**config.mk**
```make
export PLATFORM = sky130hd
export DESIGN_NAME = prog_load_ctrl
export DESIGN_NICKNAME = d
export VERILOG_FILES = /design/src/rtl/prog_load_ctrl_pkg.sv /design/src/rtl/prog_load_ctrl_edge_rise.sv /design/src/rtl/prog_load_ctrl.sv
export SDC_FILE = /design/constraint.sdc
export NUM_CORES = 1
export LEC_CHECK = 0
export CORE_MARGIN = 2
export CORE_UTILIZATION = 41
export CTS_BUF_LIST = sky130_fd_sc_hd__clkbuf_8
export DETAILED_ROUTE_END_ITERATION = 7
export GPL_TIMING_DRIVEN = 0
export PLACE_DENSITY = 0.77
export SKIP_LAST_GASP = 1
export SLEW_MARGIN = 10
export SYNTH_ARGS = -nofsm -noshare
export SYNTH_HDL_FRONTEND = slang
export SYNTH_HIERARCHICAL = 1
export SYNTH_SLANG_ARGS = --single-unit
```
**constraint.sdc**
```tcl
create_clock -name clk_in -period 2.1 [get_ports clk_in]
set_input_delay 0.525 -clock clk_in [delete_from_list [all_inputs] [get_ports clk_in]]
set_output_delay 0.525 -clock clk_in [all_outputs]
set_load 0.02 [all_outputs]
```
**src/rtl/prog_load_ctrl_pkg.sv**
```systemverilog
// Shared types and constants for the front-panel program loader.
package prog_load_ctrl_pkg;

    // Loader / arbiter ownership states.
    typedef enum logic [2:0] {
        RUN,
        STOP,
        LOAD,
        WRITE,
        RESTART
    } load_state_t;

    // Default program length in bytes.
    localparam int PROG_DEPTH = 32;

endpackage

```
**src/rtl/prog_load_ctrl_edge_rise.sv**
```systemverilog
// Rising-edge detector for a synchronised, debounced panel button.
module prog_load_ctrl_edge_rise (
    input  logic clk_in,
    input  logic reset,
    input  logic d,
    output logic rise
);

    logic d_q;

    // Previous-cycle copy of the button level, updated every cycle.
    always_ff @(posedge clk_in or posedge reset) begin
        if (reset) d_q <= 1'b0;
        else       d_q <= d;
    end

    assign rise = d & ~d_q;

endmodule

```
**src/rtl/prog_load_ctrl.sv**
```systemverilog
// Program-load controller: shares the RAM port between CPU and panel loader.
module prog_load_ctrl
    import prog_load_ctrl_pkg::*;
#(
    parameter int DATA_W = 8,
    parameter int ADDR_W = 5,
    parameter int DEPTH  = PROG_DEPTH
) (
    input  logic              clk_in,
    input  logic              reset,
    input  logic              load_mode,
    input  logic              enter,
    input  logic              addr_clr,
    input  logic [DATA_W-1:0] sw_data,
    input  logic              cpu_req,
    input  logic              cpu_we,
    input  logic [ADDR_W-1:0] cpu_addr,
    input  logic [DATA_W-1:0] cpu_wdata,
    output logic              cpu_gnt,
    output logic              cpu_run,
    output logic              cpu_restart,
    output logic              mem_we,
    output logic [ADDR_W-1:0] mem_addr,
    output logic [DATA_W-1:0] mem_wdata,
    output logic [ADDR_W-1:0] load_ptr,
    output logic              load_done
);

    localparam logic [ADDR_W-1:0] LAST_ADDR = ADDR_W'(DEPTH - 1);

    load_state_t       state, state_nxt;
    logic [DATA_W-1:0] wdata_q;
    logic              enter_rise;

    prog_load_ctrl_edge_rise u_enter_edge (
        .clk_in (clk_in),
        .reset  (reset),
        .d      (enter),
        .rise   (enter_rise)
    );

    // State register.
    always_ff @(posedge clk_in or posedge reset) begin
        if (reset) state <= RUN;
        else       state <= state_nxt;
    end

    // Load pointer, sticky done flag and latched panel byte.
    always_ff @(posedge clk_in or posedge reset) begin
        if (reset) begin
            load_ptr  <= '0;
            load_done <= 1'b0;
            wdata_q   <= '0;
        end else begin
            unique case (state)
                LOAD: begin
                    if (load_mode) begin
                        if (addr_clr) begin
                            load_ptr  <= '0;
                            load_done <= 1'b0;
                        end else if (enter_rise) begin
                            wdata_q <= sw_data;
                        end
                    end
                end
                WRITE: begin
                    if (load_ptr == LAST_ADDR) begin
                        load_ptr  <= '0;
                        load_done <= 1'b1;
                    end else begin
                        load_ptr <= load_ptr + 1'b1;
                    end
                end
                default: ;
            endcase
        end
    end

    // Next state and RAM port steering; CPU owns the port in RUN and the STOP drain cycle.
    always_comb begin
        state_nxt   = state;
        cpu_run     = 1'b0;
        cpu_gnt     = 1'b0;
        cpu_restart = 1'b0;
        mem_we      = 1'b0;
        mem_addr    = load_ptr;
        mem_wdata   = wdata_q;
        unique case (state)
            RUN: begin
                cpu_run   = 1'b1;
                cpu_gnt   = cpu_req;
                mem_we    = cpu_req & cpu_we;
                mem_addr  = cpu_addr;
                mem_wdata = cpu_wdata;
                if (load_mode) state_nxt = STOP;
            end
            STOP: begin
                cpu_gnt   = cpu_req;
                mem_we    = cpu_req & cpu_we;
                mem_addr  = cpu_addr;
                mem_wdata = cpu_wdata;
                state_nxt = LOAD;
            end
            LOAD: begin
                if (!load_mode)                 state_nxt = RESTART;
                else if (!addr_clr && enter_rise) state_nxt = WRITE;
            end
            WRITE: begin
                mem_we    = 1'b1;
                state_nxt = load_mode ? LOAD : RESTART;
            end
            RESTART: begin
                cpu_restart = 1'b1;
                state_nxt   = RUN;
            end
            default: state_nxt = RUN;
        endcase
    end

endmodule

```
After elaboration in Yosys (flattened, before gate mapping)
Index checks and enable logic that the tools add are counted.
{"block": "totals", "register_bits": 18, "inputBits": 28, "out_inout_bits": 23, "wordCells": 48}
{"block": "classes", "addsub": 1, "n_eq_ne": 10, "muxes": 19, "bitwise_logic": 4, "reduce_logical": 9}
{"operator": "2-to-1 mux 5 bit", "n": 4}
{"operator": "2-to-1 mux 3 bit", "n": 4}
{"operator": "one-hot mux 3 bit (4 select lines)", "n": 1}
{"operator": "one-hot mux 5 bit (2 select lines)", "n": 1}
{"operator": "2-to-1 mux 8 bit", "n": 1}
{"operator": "!= test 2 bit, second input constant", "n": 4}
{"operator": "AND reduction 4 bit", "n": 2}
{"operator": "== test 3 x 2 -> 1 bit, second input constant", "n": 2}
{"operator": "2-to-1 mux 1 bit", "n": 6}
{"operator": "adder 5 x 1 -> 5 bit, second input constant", "n": 1}
{"operator": "== test 5 bit, second input constant", "n": 1}
{"operator": "one-hot mux 1 bit (2 select lines)", "n": 2}
{"operator": "== test 3 x 1 -> 1 bit, second input constant", "n": 1}
{"operator": "== test 3 bit, second input constant", "n": 1}
{"operator": "logical NOT 3 bit", "n": 1}
{"operator": "!= test 3 bit, second input constant", "n": 1}
{"operator": "AND reduction 3 bit", "n": 1}
{"operator": "AND 1 bit", "n": 2}
{"operator": "inverter 1 bit", "n": 2}
{"operator": "AND reduction 2 bit", "n": 1}
{"operator": "nonzero test 2 bit", "n": 1}
{"operator": "OR reduction 2 bit", "n": 1}
{"operator": "logical AND 1 bit", "n": 1}
{"operator": "logical NOT 1 bit", "n": 1}

Depth between registers and ports, before layout
{"block": "logic_depth", "ltp_word": 6, "depth_mapped": 6, "depth_no_buf": 6}

Hierarchy
Netlist, hierarchy kept.
{"mod": "prog_load_ctrl", "n_inst": 1, "cells_each": 84, "area_each_um2": 1002.2, "seq_area_each_um2": 425.4}
{"mod": "prog_load_ctrl_edge_rise", "n_inst": 1, "cells_each": 3, "area_each_um2": 42.5, "seq_area_each_um2": 25.0}

Least setup slack after synthesis
OpenSTA, ideal clock, no wires.
{"block": "synth_timing", "path_type": "reg2out", "from": "register state[2]", "to": "output port mem_addr[0]", "t_arrival_ps": 1246, "required_ps": 1575, "path_slack_ps": 329, "stages_incl_launch_ff": 5, "n_path_buf": 2, "cell_sequence": "dfrtp_1 clkbuf_2 nor2_4 buf_4 mux2_2"}
{"block": "synth_via", "elab_chain_len": 3, "elab_cells_between_ends": 4, "cone_classes": "eq/ne (1); mux (1); reduce/logical (2)"}
{"element": "start, declared", "line": "prog_load_ctrl.sv:31", "text": "load_state_t state, state_nxt;"}
{"element": "start signal, assigned", "line": "prog_load_ctrl.sv:45", "text": "else state <= state_nxt;"}
{"element": "== test 3 x 1 -> 1 bit or logical NOT 3 bit (tied branches)", "line": "prog_load_ctrl.sv:88", "text": "unique case (state)"}
{"element": "OR reduction 2 bit (no line) (*)"}
{"element": "2-to-1 mux 5 bit (*)", "line": "prog_load_ctrl.sv:88"}
{"element": "end, declared", "line": "prog_load_ctrl.sv:23", "text": "output logic [ADDR_W-1:0] mem_addr,"}
Mark *: on every way between the ends. The rest lies on a longest branch, timed or not.

Worst setup path after layout
{"block": "layout_timing", "from": "register state[1]", "to": "output port mem_wdata[7]"}
{"block": "layout_via", "elab_chain_len": 3, "elab_cells_between_ends": 4, "cone_classes": "eq/ne (1); mux (1); reduce/logical (2)"}
{"element": "== test 3 x 1 -> 1 bit or logical NOT 3 bit (tied branches)", "line": "prog_load_ctrl.sv:88"}
{"element": "OR reduction 2 bit (no line) (*)"}
{"element": "2-to-1 mux 8 bit (*)", "line": "prog_load_ctrl.sv:88"}
{"element": "end, declared", "line": "prog_load_ctrl.sv:24", "text": "output logic [DATA_W-1:0] mem_wdata,"}
Marks and branches as above.

==> run summary <==
Clk slew on worst S/H paths - 70 ps
# DRC - 0
H-tree Lvls - 1
Critical Path RT - 1570 ps
Critical-path maximum fanout - 5
Post-synth design cell area - 0.00104 sq mm
Num CTS Buffers - 3
Largest net degree at the start of global routing - 18
CP Cell Sequence - buf_6 -> nor2_4 -> buf_6 -> mux2_2 -> buf_2
Status - complete, no violations
Wire length per cell - 14.4 um
Placed cell area - 0.00158 sq mm
Placed cell count - 167
Share of cells above drive strength 1 - 0.366
Final cell count without fillers - 175
PwrDens - 1260 mW/mm^2
Total track usage - 0.186
Initial antenna violation count - 0
CP peak stage delay - 380 ps
# IOs - 51
Worst Hold Class - in2async
WP data arrival - 1530 ps
GRT Residual Overflow - 0
Clk sinks - 18
FF+latch area - 452 sq um
# fillers - 198
Setup Crit Path Kind - reg2out
Most used cell, CP - buf_6
Max-cap violations - 0
Post-CTS Hold Fix Bufs - 0
Routed WL - 2.52 mm
Number of distinct library cells after synthesis - 32
Slowest stage cell, crit path - dfrtp_1
Final core utilization - 0.668
Clk_lat worst skew - 250 ps
Core Area - 0.00245 sq mm
Ant. Diodes - 0
Die Area - 0.00297 sq mm
First-pass GRT wire length - 3.84 mm
CP Launch Type - register
Synth Net Count - 117
Slew headroom - 0.569
Leakage - 0.772 nW
Final worst-path cycle share - 0.977
Initial Util - 0.426
Vias/cell - 5.07
Buffers on Ports - 50
Unrepaired setup endpoints after global routing - true
Final net count - 177
1st-pass router iterations - 4
Syn Inst Count - 87
Design area - 0.00164 sq mm
Highest Clock Rate - 487 MHz
# setup viols final - 0
Syn Area/Cell - 12.0 sq um
Post-synthesis sequential area ratio - 0.431
Slew Viols, Final - 0
Clk buf depth - 2
Crit path buf inv count - 3
FF-to-FF setup slack - 340 ps
Worst clock skew - 6.05 ps
#FFs+latches synth - 18
DRT iter0 DRCs - 7
Vias - 887
Delay-heaviest family, CP - buffers and inverters
Die Y-Extent - 54.5 um
Crit. End Element - primary output
CTS Root Cell - clkbuf_8
Detailed Place HPWL - 1.82 mm
Worst slew pin tran - 645 ps
FP Rows - 18
Area of the multi-input gates - 546 sq um
CTS tree - built
Vias in the first global route - 807
Yosys warns - 6
VDD IR max - 973 uV
Antenna viol nets, final - 0
Area grow syn2layout - 57.0%
Routability cong. - 0.820
Minimum clock period - 2050 ps
Die W - 54.5 um
Final-report hold violation count - 0
==> path summary, 6_finish.rpt <==
check                            start               end  cells past startpoint
min reg2reg                 wdata_q[4]        wdata_q[4]                      1
min in group clk_in         wdata_q[4]        wdata_q[4]                      1
min                              reset  u_enter_edge/d_q                      2
max reg2reg                load_ptr[0]       load_ptr[3]                      6
max                           state[1]      mem_wdata[7]                      5
max in group asynchronous        reset          state[2]                      2
==> layout make-up <==
cell class,instances,share of cell area
Timing Repair Buffer,56,0.311
Sequential cell,18,0.275
Multi-Input combinational cell,60,0.333
Inverter,4,0.00915
Clock buffer,3,0.0252
Buffer,4,0.0236
Tap cell,30,0.0229
==> per-stage QoR <==
stage | hold slack (ps) | setup slack [ps] | setup TNS, ps | power [W]
after floorplan | 254 | 329 | 0 | 0.00130
after global placement | 488 | -288 | -3260 | 0.00178
after detailed placement | 496 | -298 | -3420 | 0.00180
after CTS | 420 | 12.2 | 0 | 0.00203
after global routing | 440 | -14.1 | -14.1 | 0.00219
final | 420 | 48.3 | 0 | 0.00207
==> cells in the final DEF, fill, tap and decap left out, types with 2 or more instances in the layout <==
cell             instances
nor2_1                   2
inv_1                    4
mux2_2                  13
dlygate4sd2_1            4
clkdlybuf4s50_1         33
dfrtp_1                 17
buf_6                    9
a32o_1                   2
buf_2                    8
a21oi_1                  6
nand2_1                  4
buf_4                    5
clkbuf_8                 3
and3_1                   2
ha_1                     2
mux2_4                   8
o21ai_0                  2
nand2b_1                 3
==> power breakdown <==
part           switching (W)  total [W]  internal (W)
registers          0.0000940   0.000552      0.000458
clock network       0.000111   0.000238      0.000127
logic               0.000605    0.00128      0.000676
total               0.000810    0.00207       0.00126
==> worst reg2reg max path, stage by stage (launching register included) <==
cell and delay, ps:
dfrtp_1 440, ha_1 210, and3_1 180, ha_1 160, and4bb_2 280, a2111oi_2 300
a21oi_1 70
==> metal layers <==
| metal | part of all wire | vias up | global-route usage |
|---|---|---|---|
| li1 | - | 428 | - |
| met1 | 0.43 | 426 | 0.229 |
| met4 | 0.0083 | 0 | 0.0500 |
| met3 | 0.063 | 4 | 0.0519 |
| met5 | 0 | - | 0 |
| met2 | 0.49 | 29 | 0.319 |
==> cells in the mapped netlist <==
cell	count	area, sq um
nand3_1	1	5.00
a21oi_1	6	30.0
o21ai_0	2	10.0
buf_2	2	10.0
and4bb_2	1	12.5
nand4_1	1	6.26
a22o_1	1	8.76
nor2_2	1	6.26
inv_1	4	15.0
a2111oi_2	1	15.0
mux2i_1	1	10.0
and2_1	1	6.26
nor3b_1	1	7.51
dfrtp_1	18	450
nor2_1	2	7.51
nor2_4	1	11.3
and3_1	2	12.5
and2b_1	1	7.51
xor2_1	1	8.76
mux2_2	13	146
nor2b_4	1	13.8
a32o_1	2	20.0
mux2_4	8	120
nand2b_1	3	18.8
clkbuf_2	1	5.00
nand3b_1	1	7.51
and3b_1	1	8.76
nand2_1	4	15.0
nor3_1	1	5.00
ha_1	2	25.0
buf_6	1	11.3
buf_4	1	7.51
==> state kept, by name (all words and copies together) (netlist names) <==
signal,count
state,3
load_done,1
wdata_q,8
u_enter_edge/d_q,1
load_ptr,5
==> repair_timing <==
item	4_1_cts	5_1_grt
endpoints found under the setup margin	17	14
buffers inserted	3	2
endpoints found under the hold margin	0	0
cloned	1	0
pin swaps	1	1
gates resized for setup	63	8
==> logic make-up after synthesis <==
family | Yosys count | share of synthesized area
xor+xnor | 1 | 0.00838
simple gates | 23 | 0.145
fa+ha+maj | 2 | 0.0239
mux | 22 | 0.265
flops | 18 | 0.431
compound gates | 12 | 0.0802
buf+inv | 9 | 0.0467
No activity file was read; power rests on OpenSTA's default activity.
